### config.mk
export PLATFORM = sky130hd
export DESIGN_NAME = forward_hazard_ctrl
export DESIGN_NICKNAME = d
export VERILOG_FILES = /design/src/rtl/forward_hazard_ctrl.sv
export SDC_FILE = /design/constraint.sdc
export NUM_CORES = 1
export LEC_CHECK = 0
export ABC_AREA = 1
export ABC_CLOCK_PERIOD_IN_PS = 3800
export CORE_ASPECT_RATIO = 0.75
export CORE_MARGIN = 4
export CORE_UTILIZATION = 43
export CTS_CLUSTER_DIAMETER = 60
export DETAILED_ROUTE_END_ITERATION = 16
export PLACE_DENSITY = 0.76
export SLEW_MARGIN = 30
export SYNTH_ARGS = -nofsm -noshare
export SYNTH_HDL_FRONTEND = slang
export SYNTH_SLANG_ARGS = --single-unit
### constraint.sdc
create_clock -name clk -period 3.8 [get_ports clk]
set_clock_uncertainty 0.1 [all_clocks]
set_input_delay 0.38 -clock clk [delete_from_list [all_inputs] [get_ports clk]]
set_output_delay 0.38 -clock clk [all_outputs]
set_load 0.005 [all_outputs]
### src/rtl/forward_hazard_ctrl.sv
// Forwarding and hazard control for a five-stage pipeline: shadows the EXE/MEM
// producers, picks operand forwarding selects, raises load-use stalls, counts stalls.
module forward_hazard_ctrl #(
    parameter logic FWD_DEFAULT = 1'b1,
    parameter int   CNT_W       = 16
) (
    input  logic             clk,
    input  logic             rst,
    input  logic             freeze,
    input  logic             flush,
    input  logic             fwd_en,
    input  logic             id_valid,
    input  logic [3:0]       id_src1,
    input  logic [3:0]       id_src2,
    input  logic             id_use_src1,
    input  logic             id_two_src,
    input  logic             id_wb_en,
    input  logic             id_mem_read,
    input  logic [3:0]       id_dest,
    output logic             stall,
    output logic [1:0]       val_rn_sel,
    output logic [1:0]       val_rm_sel,
    output logic [CNT_W-1:0] stall_count
);

    localparam logic [1:0] SEL_RF  = 2'b00;
    localparam logic [1:0] SEL_EXE = 2'b01;
    localparam logic [1:0] SEL_MEM = 2'b10;

    logic             r_fwdEn;
    logic             r_exValid;
    logic             r_exWb;
    logic             r_exMr;
    logic [3:0]       r_exDest;
    logic             r_memValid;
    logic             r_memWb;
    logic [3:0]       r_memDest;
    logic [1:0]       r_rnSel;
    logic [1:0]       r_rmSel;
    logic [CNT_W-1:0] r_stallCount;

    logic       w_exMatch1;
    logic       w_exMatch2;
    logic       w_memMatch1;
    logic       w_memMatch2;
    logic       w_hazard;
    logic       w_stall;
    logic       w_loadId;
    logic [1:0] w_rnSelNext;
    logic [1:0] w_rmSelNext;

    // WB-stage producers are never compared: the register file writes early in WB.
    assign w_exMatch1  = r_exValid  & r_exWb  & (r_exDest  == id_src1) & id_use_src1;
    assign w_exMatch2  = r_exValid  & r_exWb  & (r_exDest  == id_src2) & id_two_src;
    assign w_memMatch1 = r_memValid & r_memWb & (r_memDest == id_src1) & id_use_src1;
    assign w_memMatch2 = r_memValid & r_memWb & (r_memDest == id_src2) & id_two_src;

    assign w_hazard = r_fwdEn ? ((w_exMatch1 | w_exMatch2) & r_exMr)
                              : (w_exMatch1 | w_exMatch2 | w_memMatch1 | w_memMatch2);
    assign w_stall  = w_hazard & id_valid & ~flush;
    assign w_loadId = id_valid & ~w_stall & ~flush;

    // Newest producer wins; a bubble entering EXE always gets register-file selects.
    always_comb begin
        w_rnSelNext = SEL_RF;
        w_rmSelNext = SEL_RF;
        if (w_loadId && r_fwdEn) begin
            if (w_exMatch1)       w_rnSelNext = SEL_EXE;
            else if (w_memMatch1) w_rnSelNext = SEL_MEM;
            if (w_exMatch2)       w_rmSelNext = SEL_EXE;
            else if (w_memMatch2) w_rmSelNext = SEL_MEM;
        end
    end

    always_ff @(posedge clk) begin
        if (rst) begin
            r_fwdEn <= FWD_DEFAULT;
        end else begin
            r_fwdEn <= fwd_en;
        end
    end

    always_ff @(posedge clk) begin
        if (rst) begin
            r_exValid    <= 1'b0;
            r_exWb       <= 1'b0;
            r_exMr       <= 1'b0;
            r_exDest     <= 4'd0;
            r_memValid   <= 1'b0;
            r_memWb      <= 1'b0;
            r_memDest    <= 4'd0;
            r_rnSel      <= SEL_RF;
            r_rmSel      <= SEL_RF;
            r_stallCount <= '0;
        end else if (!freeze) begin
            r_memValid <= r_exValid;
            r_memWb    <= r_exWb;
            r_memDest  <= r_exDest;
            if (w_loadId) begin
                r_exValid <= 1'b1;
                r_exWb    <= id_wb_en;
                r_exMr    <= id_mem_read;
                r_exDest  <= id_dest;
            end else begin
                r_exValid <= 1'b0;
                r_exWb    <= 1'b0;
                r_exMr    <= 1'b0;
                r_exDest  <= 4'd0;
            end
            r_rnSel <= w_rnSelNext;
            r_rmSel <= w_rmSelNext;
            if (w_stall && (r_stallCount != {CNT_W{1'b1}})) begin
                r_stallCount <= r_stallCount + CNT_W'(1);
            end
        end
    end

    assign stall       = w_stall;
    assign val_rn_sel  = r_rnSel;
    assign val_rm_sel  = r_rmSel;
    assign stall_count = r_stallCount;

endmodule

==> results.py <==
metrics = {
    "status": {
        "status": "complete, no violations",
    },
    "synthesis": {
        "seq_area_frac_synth_pct": 32.69,
        "synth-edff-count": 0,
        "yosys_warnings": 0,
        "synth_nets": 347,
        "synth.top_cells.by_area": "dfxtp_1 (33%), nand2_1 (15%), nor2_1 (9.0%)",
        "ys.flop_type": "dfxtp_1",
        "synth_cells": 324,
        "ys_types": 31,
        "synth-seq-cells": 34,
        "netlist_area_mm2": 0.002082,
        "synth_top_area_share_pct": 32.69,
        "synth_area_leader_cell": "dfxtp_1",
        "postSynthAreaPerCell_um2": 6.426,
        "async_reset_ff_share_pct": 0,
    },
    "timing": {
        "hold_viol": 0,
        "max_slew.worst_pin.slew_ns": 0.6890,
        "clock.fmax_mhz": 357.7,
        "slew_headroom_pct": 53.92,
        "fin_crit_ns": 2.795,
        "fin_setup_tns_ns": 0,
        "rsz0062_at_grt": "false",
        "setup_violations": 0,
        "final_max_slew_viol_count": 0,
        "min_period_over_period_pct": 73.56,
    },
    "placement": {
        "dpl.hpwl_um": 3923,
        "gp_congestion": 0.8896,
        "io_buffers": 42,
    },
    "floorplanning": {
        "die_h_um": 68.26,
        "dieArea_mm2": 0.006031,
        "start_util_pct": 45.54,
        "rows": 21,
        "dieWidth_um": 88.35,
        "pin_count": 43,
        "coreArea_mm2": 0.004572,
    },
    "route": {
        "vias": 2107,
        "dr.pass1.iters": 4,
        "routed_wl_um": 5154,
        "viasPerCell": 4.969,
        "wl_per_cell_um": 12.16,
        "ant_nets": 0,
        "drt-initial-drc-count": 206,
        "post-route-drc-count": 0,
    },
    "power_and_ir_drop": {
        "powerDensity_mw_per_mm2": 281.2,
        "p_leak_nw": 1.146,
        "ir_drop_uv": 208.0,
    },
    "setup_path": {
        "rrSetupSlack_ns": 1.76,
        "cpMaxStageDelayCell": "clkdlybuf4s50_1",
        "crit_path_frequent_cell": "nand2_1",
        "cp.arrival_ns": 2.32,
        "crit_path_max_fanout": 16,
        "startpoint": "id_src2[3]",
        "crit_path_end_kind": "output pin",
        "cp-start-kind": "input pin",
        "crit_end": "stall",
        "worstPathRequired_ns": 3.32,
        "r2r_start": "stall_count[0]$_SDFFE_PP0P_",
        "reg2reg_depth": 11,
        "path_cells": "clkdlybuf4s50_1 > inv_1 > nand2_1 > nand2_1 > nor2_1 > nand3_2 > nand2_2 > nand2_4 > nand2_8 > nand2_1 > inv_1 > clkdlybuf4s50_1",
        "crit_type": "in -> out",
        "cpPeakStageDelay_ns": 0.53,
        "reg2reg_to": "stall_count[10]$_SDFFE_PP0P_",
    },
    "grt": {
        "antenna_found_initial": 0,
        "grt_pass1_vias": 1900,
        "grt_pass1_wl_um": 8859,
        "track_usage_pct": 18.87,
        "grt_overflow_total": 0,
        "grt_max_degree": 21,
    },
    "cells_and_area": {
        "areaGrowthSynthToFinish_pct": 25.48,
        "seq_area_um2": 680.7,
        "layout_commonest_cell": "nand2_1",
        "layout-drive-gt1-share_pct": 9.264,
        "final_cell_mix": "nand2_1 (84), nor2_1 (50), inv_1 (49)",
        "fill_cells": 477,
        "final_util_pct": 57.14,
        "layout.nets": 389,
        "antennaDiodeCount": 0,
        "multi_input_area_mm2": 0.001127,
    },
    "clock_tree": {
        "htree_levels": 2,
        "path_clk_slew_ns": 0.07,
        "clk_path_buf_depth": 2,
        "post_cts_buffers": 0,
        "cts_resized": 0,
        "postCtsHoldBufs": 0,
        "cts_sinks": 34,
        "root_buffer": "clkbuf_8",
        "cts_tree": "yes",
        "numCtsBuffers": 5,
        "clk_latency_ns": 0.28,
    },
    "hold_path": {
        "min_path_type": "reg -> reg",
    },
    "run": {
        "cap_viol_max_count": 0,
    },
}
[metal layers]
layer	wire length, µm	track usage, %	vias up
li1	-	-	1101
met1	2728	28.51	931
met2	2031	26.40	68
met3	324	3.610	7
met4	70	6.226	0
met5	0	0	-
[layout make-up]
cell class	instances	share of cell area, %
well taps	57	2.730
inverters	54	7.759
clock buffers	6	3.161
flip-flops and latches	34	26.05
clock inverters	2	0.4789
multi-input cells	227	43.15
repair buffers	44	16.67
[worst max-delay path, delay by kind of cell]
| kind | cells | cell delay (ns) |
|---|---|---|
| simple gates | 8 | 0.79 |
| buf+inv | 4 | 1.14 |
[cells in the mapped netlist (all sizes together) (4+ instances only)]
| master | number |
|---|---|
| o21ai | 11 |
| nand4 | 19 |
| o21bai | 7 |
| nand3 | 19 |
| buf | 4 |
| dfxtp | 34 |
| clkbuf | 5 |
| inv | 54 |
| nor3 | 6 |
| a21oi | 12 |
| nor2 | 53 |
| nand2 | 90 |
[flip-flops by register name (all words and copies together), names as in the netlist, 2 cells and up]
register     flops
r_exDest         4
r_memDest        4
stall_count     16
val_rm_sel       2
val_rn_sel       2
[stage by stage]
stage	cells	hold slack (ns)	setup WS, ns	power [mW]	area [µm²]
finish	424	0.3754	1.005	0.7346	2613
global route	424	0.4020	0.8582	0.7678	2613
CTS	424	0.3747	0.9943	0.7417	2613
detailed placement	416	0.3600	1.017	0.4642	2517
global placement	416	0.3522	1.052	0.4626	2517
floorplan	324	0.3406	2.115	0.4267	2082
[worst min-delay path by stage]
stage / from / end / slack (ns) / cells past startpoint
2_1_floorplan: r_exMr$_SDFFE_PP0N_ / r_exMr$_SDFFE_PP0N_ / 0.34 / 2
3_3_place_gp: r_exMr$_SDFFE_PP0N_ / r_exMr$_SDFFE_PP0N_ / 0.35 / 2
3_5_place_dp: val_rn_sel[1]$_SDFFE_PP0N_ / val_rn_sel[1]$_SDFFE_PP0N_ / 0.36 / 2
4_1_cts: r_exMr$_SDFFE_PP0N_ / r_exMr$_SDFFE_PP0N_ / 0.37 / 2
5_1_grt: val_rn_sel[1]$_SDFFE_PP0N_ / val_rn_sel[1]$_SDFFE_PP0N_ / 0.40 / 2
6_report: r_exMr$_SDFFE_PP0N_ / r_exMr$_SDFFE_PP0N_ / 0.38 / 2
[cells by family (layout without fill, tap and decap cells)]
group | after synthesis | in the layout | share of synthesized area (%)
xor gates and xnor gates | 3 | 3 | 1.262
DFF | 34 | 34 | 32.69
adders and majority gates | 1 | 1 | 0.6009
AOI/OAI and AO/OA | 31 | 31 | 8.414
and+or+nand+nor | 192 | 192 | 43.87
buffers and inverters | 63 | 106 | 13.16
[power breakdown]
part	switching, mW	leakage (nW)	total, mW	internal, mW
combinational	0.0470	0.823	0.0872	0.0401
clock	0.132	0.0472	0.278	0.146
sequential	0.00633	0.276	0.369	0.363
total	0.186	1.15	0.735	0.549
Note: power is estimated with default switching activity, not from simulation.
